<file path="config.mk">
export PLATFORM = sky130hd
export DESIGN_NAME = mtpsa_digest_extract
export DESIGN_NICKNAME = d
export VERILOG_FILES = /design/src/rtl/mtpsa_digest_extract.sv
export SDC_FILE = /design/constraint.sdc
export NUM_CORES = 2
export LEC_CHECK = 0
export ABC_AREA = 1
export BUFFER_PORTS_ARGS = -buffer_cell sky130_fd_sc_hd__buf_4
export CORE_AREA = 2 2 474 476
export CTS_CLUSTER_SIZE = 28
export DETAILED_ROUTE_END_ITERATION = 7
export DIE_AREA = 0 0 476 478
export SLEW_MARGIN = 25
export SYNTH_ARGS = -nofsm -noshare
export SYNTH_HDL_FRONTEND = slang
export SYNTH_SLANG_ARGS = --single-unit
</file>
<file path="constraint.sdc">
create_clock -name axis_aclk -period 126.6 [get_ports axis_aclk]
set_clock_uncertainty 0.1 [all_clocks]
set_input_delay 0 -clock axis_aclk [delete_from_list [all_inputs] [get_ports axis_aclk]]
set_output_delay 0 -clock axis_aclk [all_outputs]
set_load 0.02 [all_outputs]
</file>
<file path="src/rtl/mtpsa_digest_extract.sv">
// mtpsa_digest_extract: forwards the switch-wrapper packet stream through a
// one-deep register slice, narrowing tuser to the 40-bit metadata, and queues
// {src_port, digest} of flagged packets in a small FIFO for the CPU/DMA path.
// Build option: define MTPSA_DIGEST_CLEAR_FLAG_EN to force forwarded
// tuser[32] (send_dig_to_cpu) to 0 so later stages do not re-send the digest.
module mtpsa_digest_extract #(
  parameter int C_AXIS_DATA_WIDTH   = 256,
  parameter int META_WIDTH          = 40,
  parameter int DIGEST_WIDTH        = 256,
  parameter int DIG_FIFO_DEPTH_LOG2 = 2
) (
  input  logic                                 axis_aclk,
  input  logic                                 axis_rst,
  input  logic [C_AXIS_DATA_WIDTH-1:0]         s_axis_tdata,
  input  logic [C_AXIS_DATA_WIDTH/8-1:0]       s_axis_tkeep,
  input  logic [DIGEST_WIDTH+META_WIDTH-1:0]   s_axis_tuser,
  input  logic                                 s_axis_tvalid,
  output logic                                 s_axis_tready,
  input  logic                                 s_axis_tlast,
  output logic [C_AXIS_DATA_WIDTH-1:0]         m_axis_tdata,
  output logic [C_AXIS_DATA_WIDTH/8-1:0]       m_axis_tkeep,
  output logic [META_WIDTH-1:0]                m_axis_tuser,
  output logic                                 m_axis_tvalid,
  input  logic                                 m_axis_tready,
  output logic                                 m_axis_tlast,
  output logic [DIGEST_WIDTH+8-1:0]            m_dig_tdata,
  output logic                                 m_dig_tvalid,
  input  logic                                 m_dig_tready,
  output logic [31:0]                          dig_drop_cnt
);

  localparam int KEEP_WIDTH  = C_AXIS_DATA_WIDTH / 8;
  localparam int ENTRY_WIDTH = DIGEST_WIDTH + 8;
  localparam int PW          = DIG_FIFO_DEPTH_LOG2;
  localparam int DEPTH       = 2 ** PW;
  localparam logic [PW:0] FULL_CNT = (PW + 1)'(DEPTH);

  // Packet slice registers
  logic [C_AXIS_DATA_WIDTH-1:0] tdata_q, tdata_d;
  logic [KEEP_WIDTH-1:0]        tkeep_q, tkeep_d;
  logic [META_WIDTH-1:0]        tuser_q, tuser_d;
  logic                         tlast_q, tlast_d;
  logic                         tvalid_q, tvalid_d;
  logic                         sop_q, sop_d;

  // Digest FIFO state
  logic [PW-1:0]                wr_ptr_q, wr_ptr_d;
  logic [PW-1:0]                rd_ptr_q, rd_ptr_d;
  logic [PW:0]                  count_q, count_d;
  logic [31:0]                  drop_cnt_q, drop_cnt_d;
  logic [ENTRY_WIDTH-1:0]       mem_q [DEPTH];

  logic                         accept, push, pop, full, do_write, do_drop;
  logic [META_WIDTH-1:0]        meta_fwd;
  logic [ENTRY_WIDTH-1:0]       push_entry;

  assign s_axis_tready = !tvalid_q || m_axis_tready;
  assign accept        = s_axis_tvalid && s_axis_tready;
  assign full          = (count_q == FULL_CNT);
  // Popping an empty FIFO is a no-op, so pop is qualified by non-empty.
  assign pop           = (count_q != '0) && m_dig_tready;
  assign push          = accept && sop_q && s_axis_tuser[32];
  // A pop in the same cycle frees the slot, so a full FIFO still takes the push.
  assign do_write      = push && (!full || pop);
  assign do_drop       = push && full && !pop;
  assign push_entry    = {s_axis_tuser[23:16], s_axis_tuser[META_WIDTH +: DIGEST_WIDTH]};

`ifdef MTPSA_DIGEST_CLEAR_FLAG_EN
  // Forwarded metadata with the send-digest flag cleared
  always_comb begin
    meta_fwd     = s_axis_tuser[META_WIDTH-1:0];
    meta_fwd[32] = 1'b0;
  end
`else
  assign meta_fwd = s_axis_tuser[META_WIDTH-1:0];
`endif

  // Next-state for the packet slice, SOP tracker and FIFO bookkeeping
  always_comb begin
    tdata_d    = tdata_q;
    tkeep_d    = tkeep_q;
    tuser_d    = tuser_q;
    tlast_d    = tlast_q;
    tvalid_d   = tvalid_q;
    sop_d      = sop_q;
    wr_ptr_d   = wr_ptr_q;
    rd_ptr_d   = rd_ptr_q;
    count_d    = count_q;
    drop_cnt_d = drop_cnt_q;

    if (accept) begin
      tdata_d  = s_axis_tdata;
      tkeep_d  = s_axis_tkeep;
      tuser_d  = meta_fwd;
      tlast_d  = s_axis_tlast;
      tvalid_d = 1'b1;
      sop_d    = s_axis_tlast;
    end else if (m_axis_tready) begin
      tvalid_d = 1'b0;
    end

    if (do_write) wr_ptr_d = wr_ptr_q + PW'(1);
    if (pop)      rd_ptr_d = rd_ptr_q + PW'(1);

    case ({do_write, pop})
      2'b10:   count_d = count_q + (PW + 1)'(1);
      2'b01:   count_d = count_q - (PW + 1)'(1);
      default: count_d = count_q;
    endcase

    if (do_drop && (drop_cnt_q != 32'hFFFF_FFFF)) drop_cnt_d = drop_cnt_q + 32'd1;
  end

  // State registers; reset discards any in-flight beat and queued digests
  always_ff @(posedge axis_aclk or posedge axis_rst) begin
    if (axis_rst) begin
      tdata_q    <= '0;
      tkeep_q    <= '0;
      tuser_q    <= '0;
      tlast_q    <= 1'b0;
      tvalid_q   <= 1'b0;
      sop_q      <= 1'b1;
      wr_ptr_q   <= '0;
      rd_ptr_q   <= '0;
      count_q    <= '0;
      drop_cnt_q <= '0;
    end else begin
      tdata_q    <= tdata_d;
      tkeep_q    <= tkeep_d;
      tuser_q    <= tuser_d;
      tlast_q    <= tlast_d;
      tvalid_q   <= tvalid_d;
      sop_q      <= sop_d;
      wr_ptr_q   <= wr_ptr_d;
      rd_ptr_q   <= rd_ptr_d;
      count_q    <= count_d;
      drop_cnt_q <= drop_cnt_d;
    end
  end

  // FIFO storage, one register per entry; cleared on reset so the head reads 0
  for (genvar gi = 0; gi < DEPTH; gi++) begin : g_mem
    always_ff @(posedge axis_aclk or posedge axis_rst) begin
      if (axis_rst) begin
        mem_q[gi] <= '0;
      end else if (do_write && (wr_ptr_q == PW'(gi))) begin
        mem_q[gi] <= push_entry;
      end
    end
  end

  assign m_axis_tdata  = tdata_q;
  assign m_axis_tkeep  = tkeep_q;
  assign m_axis_tuser  = tuser_q;
  assign m_axis_tlast  = tlast_q;
  assign m_axis_tvalid = tvalid_q;
  assign m_dig_tvalid  = (count_q != '0);
  assign m_dig_tdata   = mem_q[rd_ptr_q];
  assign dig_drop_cnt  = drop_cnt_q;

endmodule

</file>
==> summary.txt <==
Synthesis
  – Post-Synthesis Cell Area: 59640 sq um
  – Distinct cell type count after synthesis: 33
  – Avg Cell Area, Syn: 8.608 sq um
  – #FFs+latches synth: 1426
  – Synth warn: 0
  – Cells after Synth: 6929
  – Net Count, Synth: 7525
  – Post-synthesis sequential area ratio: 59.83%

Floorplanning
  – Core ar.: 223200 sq um
  – Initial Util: 26.73%
  – Rows: 174
  – Area of the die: 227500 sq um
  – # IOs: 1218
  – Die outline height: 478 um
  – Die width: 476 um

Worst setup path
  – R2r endpoint: mem_q[324]
  – CP max stage delay: 0.83 ns
  – Startpoint types: flip-flop
  – Critical Path End Type: primary output
  – CP delay by family, top: buffers and inverters
  – R2R Setup Slk: 121.72 ns
  – WP data required: 126.50 ns
  – CP max-delay cell: buf_4
  – Worst Setup SP: rd_ptr_q[0]
  – Worst R2R Start: m_axis_tvalid
  – R2R cell count: 9
  – Crit path cell chain: inv_16, buf_4, buf_4, buf_4, o21ai_0, o22ai_1, buf_4
  – Crit path DAT: 5.33 ns
  – Critical Setup Path Class: flip-flop to primary output
  – WP buf/inv: 5
  – Worst path most repeated cell: buf_4
  – Worst-path fanout max: 189

GRT
  – Pin count of the biggest net entering global routing: 204
  – First-pass GRT wire length: 391800 um
  – Initial antenna violation count: 71
  – Vias in the first global route: 57230
  – Grt ovf: 0
  – GRT Total Usage: 23.06%

Placement
  – Hpwl dp: 185600 um
  – Port Buffers: 1217
  – Final Wtd Congestion: 0.9803
  – Placed insts: 10710

Finish
  – Finished Layout Cells: 12250
  – Synthesis-to-layout area growth: 48.79%
  – Area occupied by multi-input gates: 20780 sq um
  – Share of cells above drive strength 1: 17.10%
  – Commonest non-fill, non-tap cells in the layout: nand2_1, o21ai_0, dfrtp_1, buf_4, dlygate4sd3_1
  – Nets: 9662
  – FF+latch area: 35690 sq um
  – Fillers: 22220
  – Commonest non-fill, non-tap cell in the layout: nand2_1

STA
  – Setup_tns: 0 ns
  – Worst Max-Slew Pin Slew: 1.285 ns
  – Final setup fails: 0
  – Max Slew Vio Count: 0
  – Hold Violations, Final: 0
  – Hold_ws: 0.06985 ns
  – Fmax achieved: 184.0 MHz
  – Part of the cycle the worst path needs: 4.292%
  – Tmin final: 5.434 ns
  – Max-slew headroom: 14.31%
  – RSZ-0062 raised after global routing: no

Route
  – Post-route ant nets: 0
  – Routed length per placed instance: 21.92 um
  – Drt first pass iters: 6
  – Vias: 57740
  – Final WL: 268600 um
  – Residual DRC count: 0
  – DRT iter0 DRCs: 4730
  – Drt via density: 4.712

Status
  – Status: finished clean

Clock network
  – CTS root buf: clkbuf_16
  – Clk_lat worst skew: 0.82 ns
  – Clock tree buffer depth: 3
  – CTS tree: done
  – Post-CTS Hold Fix Bufs: 1175
  – Clk sinks: 1426
  – H-tree levels: 4
  – CTS Buf Count: 166
  – Post-CTS sizing: 0
  – Postcts setup bufs: 0
  – Clock slew at reported path FFs: 0.06 ns

Hold path
  – Hold endpoint: mem_q[484]
  – Hold Crit Class: input pin to flip-flop
  – Hold wc startpoint: s_axis_tuser[260]
  – Worst Hold Path Cells: 4

Power and ir drop
  – Max rail drop VDD: 0.01449 mV
  – Leak pwr: 43.10 nW
  – PwrDens: 22.90 nW/um^2
  – Power, Total: 2.032 mW

Flow run
  – Maximum Capacitance Violations: 0
-- power by group --
part           switching, mW  internal, mW
Combinational          0.519         0.299
Sequential            0.0934         0.620
Clock                  0.209         0.291
-- synthesized netlist by cell type --
| cell | count | area share [%] |
|---|---|---|
| inv_2 | 2 | 0.013 |
| inv_4 | 1 | 0.010 |
| clkinv_1 | 1 | 0.0063 |
| xnor2_1 | 7 | 0.10 |
| o21ai_1 | 87 | 0.73 |
| nand2_4 | 6 | 0.11 |
| nand3b_1 | 14 | 0.18 |
| nor2_1 | 585 | 3.7 |
| xor2_1 | 12 | 0.18 |
| buf_6 | 4 | 0.076 |
| nor2_8 | 1 | 0.034 |
| o22ai_1 | 264 | 2.8 |
| buf_2 | 197 | 1.7 |
| buf_1 | 8 | 0.050 |
| clkinv_2 | 1 | 0.0084 |
| nand3_2 | 1 | 0.017 |
| ha_1 | 5 | 0.10 |
| dfstp_2 | 1 | 0.044 |
| buf_4 | 8 | 0.10 |
| nor2_2 | 1 | 0.010 |
| o21ai_0 | 1512 | 13 |
| dfrtp_1 | 1425 | 60 |
| nand4_1 | 1 | 0.010 |
| clkbuf_1 | 261 | 1.6 |
| nor2_4 | 1 | 0.019 |
| nand4_4 | 1 | 0.036 |
| fa_1 | 1 | 0.034 |
| nor3_1 | 1 | 0.0084 |
| nand3_1 | 9 | 0.076 |
| nand2_2 | 2 | 0.021 |
| inv_1 | 285 | 1.8 |
| nand2_1 | 2218 | 14 |
| clkbuf_2 | 6 | 0.050 |
-- sequential cells by signal (all words and copies together), names as in the netlist --
name           flops
mem_q           1056
dig_drop_cnt      32
wr_ptr_q           2
m_axis_tuser      40
m_axis_tlast       1
sop_q              1
rd_ptr_q           2
m_axis_tdata     256
m_axis_tvalid      1
count_q            3
m_axis_tkeep      32
-- worst reg2reg max path: stages, from the launching register on --
cell	delay [ns]
dfrtp_1	0.39
nand2_4	0.11
nand4_4	0.08
dlygate4sd3_1	0.75
nor2_8	0.12
nand2_8	0.43
buf_4	0.85
buf_4	0.77
buf_4	0.81
o21ai_0	0.28
-- layer usage --
layer | track usage, % | up-vias | part of all wire [%]
li1 | - | 26810 | -
met4 | 9.911 | 12 | 4.8
met2 | 37.11 | 2130 | 47
met1 | 28.21 | 28340 | 40
met3 | 7.390 | 446 | 8.7
met5 | 0 | - | 0.031
-- final cells by class --
class	count	area share, %
inverters	290	1.273
repair buffers	2453	24.27
multi-input cells	4729	23.41
diodes	64	0.1805
well taps	2992	4.218
clock buffers	238	5.507
clock inverters	62	0.9207
flip-flops and latches	1426	40.22
-- logic make-up after synthesis --
logic type	share of synthesized area, %
xor gates and xnor gates	0.2790
AOI/OAI and AO/OA	16.19
DFF	59.83
adders and majority gates	0.1385
buffers and inverters	5.404
and+or+nand+nor	18.16
-- metrics by stage --
step	instance area (sq um)	utilization (%)	setup WS, ns
2_1_floorplan	59640	-	86.29
3_3_place_gp	71010	31.82	122.05
3_5_place_dp	71040	31.83	121.96
4_1_cts	88500	39.66	121.11
5_1_grt	88700	39.75	120.84
6_report	88750	39.77	121.17
-- how the worst max path moves through the flow --
stage	to	slack, ns	cells after the start
floorplan	count_q[0]	86.29	1
global placement	m_axis_tdata[28]	122.05	6
detailed placement	m_axis_tdata[28]	121.96	6
CTS	m_dig_tdata[212]	121.11	7
global route	m_dig_tdata[212]	120.84	7
finish	m_dig_tdata[212]	121.17	7
Note: power is estimated with default switching activity, not from simulation.
